==> src/rtl/dmem_arbiter.sv <==
// Two-port arbiter in front of the single-ported data memory: the pipeline has
// fixed priority, and a starvation counter periodically forces a grant to the aux port.
module dmem_arbiter #(
  parameter int STARVE_LIMIT = 4,
  parameter int CNT_W        = 4
) (
  input  logic        clk,
  input  logic        rst_n,
  input  logic        pipe_flush,
  input  logic        p0_req,
  input  logic        p0_read,
  input  logic [3:0]  p0_writeb,
  input  logic [10:0] p0_addr,
  input  logic [31:0] p0_wdata,
  output logic        p0_stall,
  output logic        p0_rvalid,
  input  logic        p1_req,
  input  logic        p1_read,
  input  logic [3:0]  p1_writeb,
  input  logic [10:0] p1_addr,
  input  logic [31:0] p1_wdata,
  output logic        p1_gnt,
  output logic        p1_rvalid,
  output logic        m_read,
  output logic [3:0]  m_writeb,
  output logic [10:0] m_addr,
  output logic [31:0] m_wdata
);

  typedef enum logic {RUN, FORCE} state_t;

  localparam logic [CNT_W-1:0] CNT_MAX = CNT_W'(STARVE_LIMIT - 1);

  state_t           state, state_nxt;
  logic [CNT_W-1:0] cnt, cnt_nxt;
  logic             p0_act;
  logic             gnt0, gnt1;
  logic             rtag_read, rtag_owner;

  assign p0_act = p0_req & ~pipe_flush;

  // Grants are forced low while rst_n is asserted so no access leaks out during reset.
  always_comb begin
    state_nxt = RUN;
    cnt_nxt   = '0;
    gnt0      = 1'b0;
    gnt1      = 1'b0;
    p0_stall  = 1'b0;
    if (rst_n) begin
      case (state)
        RUN: begin
          if (p0_act) begin
            gnt0 = 1'b1;
          end else if (p1_req) begin
            gnt1 = 1'b1;
          end
          if (p1_req && !gnt1) begin
            cnt_nxt = (cnt == CNT_MAX) ? cnt : cnt + 1'b1;
            if (p0_act && (cnt == CNT_MAX)) begin
              state_nxt = FORCE;
            end
          end
        end
        FORCE: begin
          // A missing aux request here is a protocol slip; fall back to serving port 0.
          if (p1_req) begin
            gnt1     = 1'b1;
            p0_stall = p0_act;
          end else begin
            gnt0 = p0_act;
          end
        end
        default: begin
          state_nxt = RUN;
        end
      endcase
    end
  end

  always_comb begin
    m_read   = 1'b0;
    m_writeb = 4'b0000;
    m_addr   = '0;
    m_wdata  = '0;
    if (gnt0) begin
      m_read   = p0_read;
      m_writeb = p0_writeb;
      m_addr   = p0_addr;
      m_wdata  = p0_wdata;
    end else if (gnt1) begin
      m_read   = p1_read;
      m_writeb = p1_writeb;
      m_addr   = p1_addr;
      m_wdata  = p1_wdata;
    end
  end

  assign p1_gnt = gnt1;

  always_ff @(posedge clk or negedge rst_n) begin
    if (!rst_n) begin
      state <= RUN;
      cnt   <= '0;
    end else begin
      state <= state_nxt;
      cnt   <= cnt_nxt;
    end
  end

  // The read tag lines up with the one-cycle dmem read latency.
  always_ff @(posedge clk or negedge rst_n) begin
    if (!rst_n) begin
      rtag_read  <= 1'b0;
      rtag_owner <= 1'b0;
    end else begin
      rtag_read  <= m_read;
      rtag_owner <= gnt1;
    end
  end

  assign p0_rvalid = rtag_read & ~rtag_owner;
  assign p1_rvalid = rtag_read & rtag_owner;

endmodule
==> config.mk <==
export PLATFORM = sky130hd
export DESIGN_NAME = dmem_arbiter
export DESIGN_NICKNAME = d
export VERILOG_FILES = /design/src/rtl/dmem_arbiter.sv
export SDC_FILE = /design/constraint.sdc
export NUM_CORES = 1
export LEC_CHECK = 0
export BUFFER_PORTS_ARGS = -buffer_cell sky130_fd_sc_hd__buf_2
export CORE_MARGIN = 3
export CORE_UTILIZATION = 24
export DETAILED_ROUTE_END_ITERATION = 8
export PLACE_DENSITY = 0.89
export SETUP_SLACK_MARGIN = 0.4
export SYNTH_ARGS = -nofsm -noshare
export SYNTH_HDL_FRONTEND = slang
export SYNTH_SLANG_ARGS = --single-unit
export TNS_END_PERCENT = 5
==> constraint.sdc <==
create_clock -name clk -period 1.3 [get_ports clk]
set_input_delay 0.325 -clock clk [delete_from_list [all_inputs] [get_ports clk]]
set_output_delay 0.325 -clock clk [all_outputs]
set_load 0.01 [all_outputs]
* Word level (Yosys, flattened, before mapping)
Index checks and enable logic that the tools add are counted.
** Word-level totals
- Output and inout bits :: 52
- Logic and storage cells :: 45
- Input port bits :: 101
- Register bits after elaboration :: 7
** Operators by class
- $add $sub $neg :: 1
- Eq/ne operators :: 2
- Reductions and logical operators :: 3
- Multiplexer cells :: 29
- Bitwise logic cells :: 6
** Operators by type and width (number)
- $mux 32 :: 2
- $mux 4 :: 6
- $mux 11 :: 2
- $mux 1 :: 17
- $add 4x1->4 const B :: 1
- $eq 4x2->1 const B :: 1
- $ne 4x4->1 const B :: 1
- $pmux 1 s2 :: 2
- $and 1x1->1 :: 3
- $not 1->1 :: 3
- $logic_and 1x1->1 :: 2
- $logic_not 1->1 :: 1

* Depth between registers and ports, before layout
Gate-level depths: netlist (run 1).
- Depth in word-level cells :: 10
- Gate-level depth with buffers :: 5
- Depth with buffers taken out :: 4

* Least setup slack after synthesis (run 1)
OpenSTA, ideal clock, no wires.
- Path type :: in2out
- Start point :: in p0_req
- End point :: out m_addr[0]
- Buffers on the path :: 2
- Stages on the path :: 5
- Slack :: -151 ps
- Data required time :: 975 ps
- Data arrival time :: 1126 ps
- Cells stage by stage :: nor2b_4 > and3_4 > buf_6 > buf_6 > a22o_1
** On the way
- Word-level cells in the longest chain between the ends :: 8
- Elaborated cells between the ends (all ways) :: 12
- Those cells by class :: mux: 11; bitwise: 1
** Ends and longest elaborated chain
- start: declaration :: line 10 : input logic p0_req,
- $and 1x1->1 (*) :: line 40 : assign p0_act = p0_req & ~pipe_flush;
- $mux 1 :: line 52 : if (p0_act) begin
- $mux 1 :: line 50 : case (state)
- $mux 1 :: line 49 : if (rst_n) begin
- $pmux 1 s2 :: line 50
- $mux 1 :: line 49
- $mux 11 :: line 90 : end else if (gnt1) begin
- $mux 11 (*) :: line 85 : if (gnt0) begin
- end: declaration :: line 26 : output logic [10:0] m_addr,
Every way passes the cells marked *; elsewhere a longest branch is shown, timed or not. The select of a mux whose other input is x is not followed.

* Worst setup path after layout (run 1)
- Start point :: reg state
- End point :: out m_wdata[18]
** On the way
- Word-level cells in the longest chain between the ends :: 5
- Elaborated cells between the ends (all ways) :: 7
- Those cells by class :: mux: 6; bitwise: 1
** Ends and longest elaborated chain
- start: declaration :: line 34 : state_t state, state_nxt;
- start signal: assignment :: line 105 : state <= state_nxt;
- $not 1->1
- $pmux 1 s2 :: line 50
- $mux 1 :: line 49
- $mux 32 :: line 90
- $mux 32 (*) :: line 85
- end: declaration :: line 27 : output logic [31:0] m_wdata
Every way passes the cells marked *; elsewhere a longest branch is shown, timed or not.

==> results of run 1 <==
## flip-flops by register name, indices dropped and copies added, names as in the netlist
register    cells
cnt             4
rtag_owner      1
rtag_read       1
state           1
## critical path, stage by stage (launching register included)
cell and delay, ps:
dfrtp_1 330, nand2_1 50, and3_4 180, buf_12 160, a22o_1 230, buf_2 130
## area by class of cell
cell class / count / area, um2
Clock buffer: 4 / 26.3
Fill cell: 303 / 1420
Inverter: 1 / 3.75
Multi-Input combinational cell: 71 / 597
Sequential cell: 7 / 175
Tap cell: 44 / 55.1
Timing Repair Buffer: 161 / 903
## where the power goes
part,internal [W],switching (W)
clock network,0.000117,0.0000828
registers,0.000222,0.00000218
logic,0.000265,0.000196
total,0.000605,0.000281
## final timing paths
check | end | slack [ps] | start
setup / recovery | m_wdata[18] | -370 | state
hold / removal | cnt[3] | 20 | rst_n
setup reg to reg | cnt[1] | 40 | cnt[0]
hold reg to reg | cnt[0] | 600 | cnt[0]
max in group asynchronous | rtag_read | 1150 | rst_n
min in group clk | rtag_read | 320 | p1_read
## cell families after synthesis
kind of cell | after synthesis | share of synthesized area [%]
AOI/OAI and AO/OA | 49 | 51.6
adders and majority gates | 1 | 1.50
and+or+nand+nor | 17 | 11.7
muxes | 2 | 2.56
DFF | 7 | 21.1
xor gates and xnor gates | 2 | 2.11
buffers and inverters | 11 | 9.47
## synthesized netlist by cell type (2+ instances only)
cell type | count | area, um2
xor2_1 | 2 | 17.5
a22o_1 | 48 | 420
nand3_1 | 2 | 10.0
buf_6 | 4 | 45.0
dfrtp_1 | 7 | 175
buf_2 | 6 | 30.0
nor2_1 | 5 | 18.8
nand2_1 | 3 | 11.3
nor2b_1 | 2 | 12.5
## metal layers
metal,global-route usage (%),wire [um],up-vias
li1,-,-,674
met1,17.0,1320,605
met2,33.8,1990,80
met3,5.20,412,4
met4,5.54,32,0
met5,0,0,-
## repair_timing
item,4_1_cts,5_1_grt
endpoints found under the setup margin,58,59
gates resized for setup,5,2
pin swaps,15,16
hold buffers,0,0
## stage by stage
| step | area [um2] | setup WS (ps) |
|---|---|---|
| after floorplan | 835 | -108 |
| after global placement | 1700 | -302 |
| after detailed placement | 1700 | -297 |
| after CTS | 1750 | -384 |
| after global routing | 1760 | -457 |
| final | 1760 | -371 |
==> metrics.md, run 1 <==
| Metric | Value |
|---|---|
| Status | finished, violations left |
| Failing checks | negative setup slack |
| Vias in the first global route | 1,325 |
| DRT Pass-1 Iters | 4 |
| Final Max Tran Viols | 0 |
| Avg Inst Size Synth | 9.35 um2 |
| Total power | just under 0.0009 W |
| Worst Tran Pin Value | 221 ps |
| CP endpoint kind | primary output |
| Share of layout cells above drive strength 1 | 69.7% |
| Post-synth cell types | 19 |
| Initial Util | 26.2% |
| Dominant synthesized flop cell | dfrtp_1 |
| Post-layout min period | 1670 ps |
| Root Driver | clkbuf_4 |
| Post-CTS repair timing setup buffer count | 0 |
| Routed WL | 3760 um |
| Warnings, synthesis | 0 |
| Die Height | 64.9 um |
| Number of cell rows | 20 |
| Core area | 3180 um2 |
| Die area | 4210 um2 |
| TNS Setup | -16,790 ps |
| Pleak | 1.08 nW |
| Maximum clock rate | 598 MHz |
| PwrDens | 503 nW/um2 |
| Final Hold Vio Count | 0 |
| CTS tree | built |
| Skew final | roughly 2.9 ps |
| Placed insts | 284 |
| I/O pins | 153 |
| Final ANT Viol Nets | 0 |
| Worst Path Required | 980 ps |
| Layout area overhead | 112% |
| Syn Std Cell Area | 832 um2 |
| ANT cells | 0 |
| Worst IR Drop VDD | 0.583 mV |
| Clock Sinks | 7 |
| R2R depth | 5 |
| Reg clk slew, reported paths | 50 ps |
| Worst Hold Class | input pin to async pin |
| Seq/Total Area, Yosys | 21.1% |
| Fin Hold WS | 20.7 ps |
| RSZ-0062 raised after global routing | true |
| Layout Utilization | 55.4% |
| Initial antenna violation count | 0 |
| Routed len/inst | 13.0 um |
| Gr usage total | roughly 17% |
| GRT overflow | 0 |
| Seq cells post-synth | 7 |
| Max_cap viols | 0 |
| Post-route clock period utilization | 129% |
| Most frequent cells in the layout | buf_2 (148), a22o_1 (48), dfrtp_1 (7), nor2_1 (5), buf_4 (5) |
| Worst path arrival time | roughly 1400 ps |
| Final setup viols | 50 |
| First-pass GRT wire length | about 5800 um |
| Syn nets | 191 |
| Setup ws final | -371 ps |
| Die width | 64.9 um |
| Post-synth EDFFs | 0 |
| Clock buffer depth | 2 |
| Cell count after synthesis | 89 |
| Clock latency on the worst-skew pair | 250 ps |
| Port bufs | about 150 |
| Final nets | 347 |
| 1st-iter DRT viols | 38 |
| CTS Buf Count | 3 |
| Most common cell after layout, fill and taps aside | buf_2 |
| Largest net degree at the start of global routing | 31 |
| Final Non-Filler Cells | ~290 |
| Worst Setup Start Kind | register |
| DRC | 0 |
| GPL Wtd Cong | around 0.8 |
| H-tree depth | 1 |
| Critical path peak fanout | 30 |
| Setup Crit Path Kind | register to primary output |
| DR vias | 1,363 |
| Fraction of registers with async set/reset | 100% |
| Via density | 4.73 |
| Rel. slew slack | 85.2% |
(Power assumes the default switching activity.)
==> run 2, diff against run 1 <==
==> constraint.sdc (replaced) <==
create_clock -name clk -period 1.3 [get_ports clk]
set_input_delay 0.065 -clock clk [delete_from_list [all_inputs] [get_ports clk]]
set_output_delay 0.065 -clock clk [all_outputs]
set_load 0.01 [all_outputs]
==> metrics.md, run 2 (synthesis gave the netlist of run 1 again) <==
| Metric | Value |
|---|---|
| Critical path peak fanout | 8 (was 30) |
| DRT Pass-1 Iters | 4 (unchanged) |
| Layout area overhead | 116% (was 112%) |
| Post-CTS repair timing setup buffer count | 0 (unchanged) |
| CP endpoint kind | primary output (unchanged) |
| Setup ws final | -179 ps (was -371 ps) |
| I/O pins | 153 (unchanged) |
| 1st-iter DRT viols | 37 (was 38) |
| Status | finished, violations left (unchanged) |
| Fin Hold WS | 48.2 ps (was 20.7 ps) |
| GPL Wtd Cong | 0.771 (was 0.798) |
| Maximum clock rate | 676 MHz (was 598 MHz) |
| Post-route clock period utilization | 114% (was 129%) |
| Die width | 64.9 um (unchanged) |
| DRC | 0 (unchanged) |
| Worst Tran Pin Value | 304 ps (was 221 ps) |
| Failing checks | negative setup slack (unchanged) |
| Rel. slew slack | 79.7% (was 85.2%) |
| Clock latency on the worst-skew pair | 260 ps (was 250 ps) |
| Initial Util | 26.2% (unchanged) |
| Final setup viols | 48 (was 50) |
| ANT cells | 0 (unchanged) |
| Post-layout min period | 1480 ps (was 1670 ps) |
| Routed len/inst | 16.8 um (was 13.0 um) |
| Die Height | 64.9 um (unchanged) |
| GRT overflow | 0 (unchanged) |
| Setup Crit Path Kind | register to primary output (unchanged) |
| Reg clk slew, reported paths | 50 ps (about the same) |
| Worst IR Drop VDD | 0.706 mV (was 0.583 mV) |
| Die area | 4210 um2 (unchanged) |
| TNS Setup | -6520 ps (was -16,790 ps) |
| First-pass GRT wire length | 7180 um (was 5840 um) |
| Gr usage total | 21.7% (was 17.3%) |
| Clock Sinks | 7 (unchanged) |
| Vias in the first global route | 1,496 (was 1,325) |
| Final ANT Viol Nets | 0 (unchanged) |
| DR vias | 1,489 (was 1,363) |
| Final nets | 351 (was 347) |
| RSZ-0062 raised after global routing | true (unchanged) |
| Routed WL | 4900 um (was 3760 um) |
| Most common cell after layout, fill and taps aside | buf_2 (unchanged) |
| Via density | 5.10 (was 4.73) |
| Skew final | 8.21 ps (was 2.87 ps) |
| Worst path arrival time | 1410 ps (was 1350 ps) |
| H-tree depth | 1 (unchanged) |
| Largest net degree at the start of global routing | 31 (unchanged) |
| Layout Utilization | 56.5% (was 55.4%) |
| Number of cell rows | 20 (unchanged) |
| Post-Place Setup Slack | -74.6 ps (was -297 ps) |
| Root Driver | clkbuf_4 (unchanged) |
| Share of layout cells above drive strength 1 | 70.6% (was 69.7%) |
| Max_cap viols | 0 (unchanged) |
| Pleak | 1.08 nW (about the same) |
| Most frequent cells in the layout | buf_2 (150), a22o_1 (48), and3_4 (7), dfrtp_1 (7), nor2_1 (5) (was buf_2 (148), a22o_1 (48), dfrtp_1 (7), nor2_1 (5), buf_4 (5)) |
| Max FFs per register | 4 (unchanged) |
| Port bufs | 152 (unchanged) |
| Worst Setup Start Kind | register (unchanged) |
| Final Max Tran Viols | 0 (unchanged) |
| Top reg by flops | cnt (unchanged) |
| Final Hold Vio Count | 0 (unchanged) |
| CTS tree | built (unchanged) |
| Core area | 3180 um2 (unchanged) |
| CTS Buf Count | 3 (unchanged) |
| Worst Path Required | 1240 ps (was 980 ps) |
| Clock buffer depth | 2 (unchanged) |
| PwrDens | 508 nW/um2 (was 503 nW/um2) |
| Initial antenna violation count | 0 (unchanged) |
| Worst Hold Class | input pin to register (was input pin to async pin) |
-- run 2: changes by cell type in the layout (fill, tap and decap cells not counted), moves of 2 or more --
| cell | before | now |
|---|---|---|
| and3_4 | 1 | 7 |
| buf_4 | 5 | 1 |
| buf_6 | 4 | 1 |
| buf_12 | 4 | 2 |
| buf_2 | 148 | 150 |
| dlygate4sd3_1 | 0 | 2 |
-- run 2: per-stage QoR --
| stage | area, um2 | total power (W) | cells |
|---|---|---|---|
| 2_1_floorplan | 843 | 0.000419 | 89 |
| 3_3_place_gp | 1640 | 0.000667 | 278 |
| 3_5_place_dp | 1640 | 0.000675 | 278 |
| 4_1_cts | 1760 | 0.000910 | 290 |
| 5_1_grt | 1800 | 0.000977 | 292 |
| 6_report | 1800 | 0.000912 | 292 |
-- run 2: worst max-delay path, stage by stage, from the launching register on --
cell	delay, ps
dfrtp_1	370
nand2_2	130
and3_2	270
a22o_1	240
buf_2	130
-- run 2: final timing paths --
check	from	to	slack [ps]	cells past startpoint
worst max register to register	cnt[0]	cnt[1]	60	4
worst min-delay path	p1_read	rtag_read	50	2
min in group asynchronous	rst_n	cnt[3]	380	3
max in group asynchronous	rst_n	rtag_read	560	4
worst min register to register	cnt[0]	cnt[0]	630	2
worst max-delay path	state	m_wdata[28]	-180	4
-- run 2: final cells by class --
| type | count | area (um2) |
|---|---|---|
| tap | 44 | 55.1 |
| timing repair buffer | 158 | 842 |
| multi-input combinational | 78 | 693 |
| sequential | 7 | 175 |
| clock buffer | 4 | 26.3 |
| fill | 302 | 1380 |
| inverter | 1 | 3.75 |
-- run 2: power breakdown --
group          internal (W)  total (W)  switching, W
Sequential         0.000223   0.000225    0.00000296
Clock              0.000117   0.000203     0.0000859
Combinational      0.000266   0.000484      0.000217
Total              0.000606   0.000912      0.000306
-- run 2: timing repair --
action                                  4_1_cts  5_1_grt
pin swaps                                     9        5
endpoints found under the setup margin       58       59
gates resized for setup                       8        9
hold endpoints to repair                      7        7
hold buffers                                  1        2
cloned                                        7        0
-- run 2: metal layers --
| metal | track usage, % | wire (um) | share of wire [%] | vias to the layer above |
|---|---|---|---|---|
| met2 | 42.5 | 2660 | 54 | 101 |
| met1 | 22.0 | 1680 | 34 | 676 |
| met4 | 5.28 | 85 | 1.7 | 0 |
| li1 | - | - | - | 698 |
| met3 | 6.41 | 471 | 9.6 | 14 |
| met5 | 0 | 0 | 0 | - |
==> run 3, diff against run 2 <==
- PLACE_DENSITY: 0.89 -> 0.78
==> metrics.md, run 3 (synthesis gave the netlist of run 1 again) <==
| Metric | Value |
|---|---|
| Final Max Tran Viols | 0 (unchanged) |
| DR vias | 1,488 (was 1,489) |
| Core area | 3180 um2 (unchanged) |
| Most frequent cells in the layout | buf_2 (150), a22o_1 (48), and3_4 (8), dfrtp_1 (7), nor2_1 (4) (was buf_2 (150), a22o_1 (48), and3_4 (7), dfrtp_1 (7), nor2_1 (5)) |
| I/O pins | 153 (unchanged) |
| RSZ-0062 raised after global routing | true (unchanged) |
| Routed WL | 5230 um (was 4900 um) |
| Maximum clock rate | 694 MHz (was 676 MHz) |
| Setup Crit Path Kind | register to primary output (unchanged) |
| Largest net degree at the start of global routing | 51 (was 31) |
| TNS Setup | -5740 ps (was -6520 ps) |
| Critical path peak fanout | 25 (was 8) |
| Worst Setup Start Kind | register (unchanged) |
| CTS Buf Count | 3 (unchanged) |
| GRT overflow | 0 (unchanged) |
| Worst path arrival time | 1380 ps (was 1410 ps) |
| Die width | 64.9 um (unchanged) |
| Pleak | 1.07 nW (was 1.08 nW) |
| Gr usage total | 21.9% (was 21.7%) |
| Number of cell rows | 20 (unchanged) |
| Die area | 4210 um2 (unchanged) |
| Max FFs per register | 4 (unchanged) |
| Post-route clock period utilization | 111% (was 114%) |
| Worst Path Required | 1240 ps (about the same) |
| Routed len/inst | 18.0 um (was 16.8 um) |
| Initial antenna violation count | 0 (unchanged) |
| Final nets | 349 (was 351) |
| Final setup viols | 49 (was 48) |
| Post-CTS repair timing setup buffer count | 0 (unchanged) |
| Layout area overhead | 114% (was 116%) |
| Clock buffer depth | 2 (unchanged) |
| First-pass GRT wire length | 7170 um (was 7180 um) |
| Root Driver | clkbuf_4 (unchanged) |
| Via density | 5.13 (was 5.10) |
| CTS tree | built (unchanged) |
| Die Height | 64.9 um (unchanged) |
| DRT Pass-1 Iters | 4 (unchanged) |
| CP endpoint kind | primary output (unchanged) |
| H-tree depth | 1 (unchanged) |
| Setup ws final | -141 ps (was -179 ps) |
| DRC | 0 (unchanged) |
| Final Hold Vio Count | 0 (unchanged) |
| Failing checks | negative setup slack (unchanged) |
| Detail Placement HPWL | between 3000 and 4000 um |
| Worst Tran Pin Value | 314 ps (was 304 ps) |
| Clock latency on the worst-skew pair | 250 ps (was 260 ps) |
| Skew final | 0.365 ps (was 8.21 ps) |
| Max_cap viols | 0 (unchanged) |
| Seq. cell area | 175 um2 (unchanged) |
| Top reg by flops | cnt (unchanged) |
| 1st-iter DRT viols | 93 (was 37) |
| Final ANT Viol Nets | 0 (unchanged) |
| Status | finished, violations left (unchanged) |
| Most common cell after layout, fill and taps aside | buf_2 (unchanged) |
| Worst IR Drop VDD | 0.386 mV (was 0.706 mV) |
| Reg clk slew, reported paths | 50 ps (about the same) |
| Multi-input logic area | 687 um2 (was 693 um2) |
| PwrDens | 509 nW/um2 (was 508 nW/um2) |
| Rel. slew slack | 79.0% (was 79.7%) |
| GPL Wtd Cong | 0.742 (was 0.771) |
| Port bufs | 152 (unchanged) |
| ANT cells | 0 (unchanged) |
| Initial Util | 26.2% (unchanged) |
| Share of layout cells above drive strength 1 | 70.7% (was 70.6%) |
| Clock Sinks | 7 (unchanged) |
| Worst Hold Class | input pin to register (unchanged) |
| Post-layout min period | 1440 ps (was 1480 ps) |
| Fill count | 300 (was 302) |
| Layout Utilization | 56.1% (was 56.5%) |
| Vias in the first global route | 1,416 (was 1,496) |
-- run 3: cell count changes in the layout (fill, tap and decap cells not counted), sizes merged --
| cell | delta |
|---|---|
| clkbuf | -1 |
| dlygate4sd3 | -1 |
-- run 3: routing by layer --
layer	track usage [%]	wire length, um	vias up
li1	-	-	696
met1	27.7	2110	705
met2	37.3	2600	79
met3	3.81	436	8
met4	7.12	84	0
met5	0	0	-
-- run 3: power breakdown --
group | total, W | switching, W | internal, W | leakage [nW]
clock network | 0.000192 | 0.0000747 | 0.000117 | 0.0150
logic | 0.000491 | 0.000224 | 0.000267 | 0.961
registers | 0.000225 | 0.00000219 | 0.000223 | 0.0962
-- run 3: per-stage QoR --
step                hold slack, ps  area, um2  total power (W)  instances  setup slack [ps]
floorplan                     -231        843         0.000419         89               179
global route                  65.9       1780         0.000968        290              -213
global placement              22.1       1620         0.000669        277             -59.7
CTS                           51.8       1740         0.000902        289              -144
detailed placement            17.9       1620         0.000672        277             -58.1
finish                        60.9       1780         0.000907        290              -141
-- run 3: critical path: stages (launching register included) --
cell	delay, ps
dfrtp_1	370
inv_2	70
a21oi_4	190
clkbuf_16	230
a22o_1	140
buf_2	130
-- run 3: what timing repair did --
action	CTS	global route
pin swaps	24	29
hold buffers	1	0
gates cloned	7	1
endpoints found under the setup margin	59	59
gates resized for setup	11	3
endpoints found under the hold margin	7	0
-- run 3: path summary, 6_finish.rpt --
| check | startpoint | end | slack (ps) | cells after the start |
|---|---|---|---|---|
| setup / recovery | state | m_wdata[13] | -140 | 5 |
| hold / removal | p1_read | rtag_read | 60 | 2 |
| setup reg to reg | cnt[0] | cnt[1] | 90 | 4 |
| hold reg to reg | cnt[1] | cnt[1] | 580 | 2 |
| max in group asynchronous | rst_n | cnt[2] | 540 | 3 |
| min in group asynchronous | rst_n | rtag_owner | 530 | 3 |
-- run 3: area by class of cell --
type                       count  area share [%]
timing repair buffer         156            46.9
multi-input combinational     78            38.5
sequential                     7            9.82
tap                           44            3.09
clock buffer                   4            1.47
inverter                       1           0.211
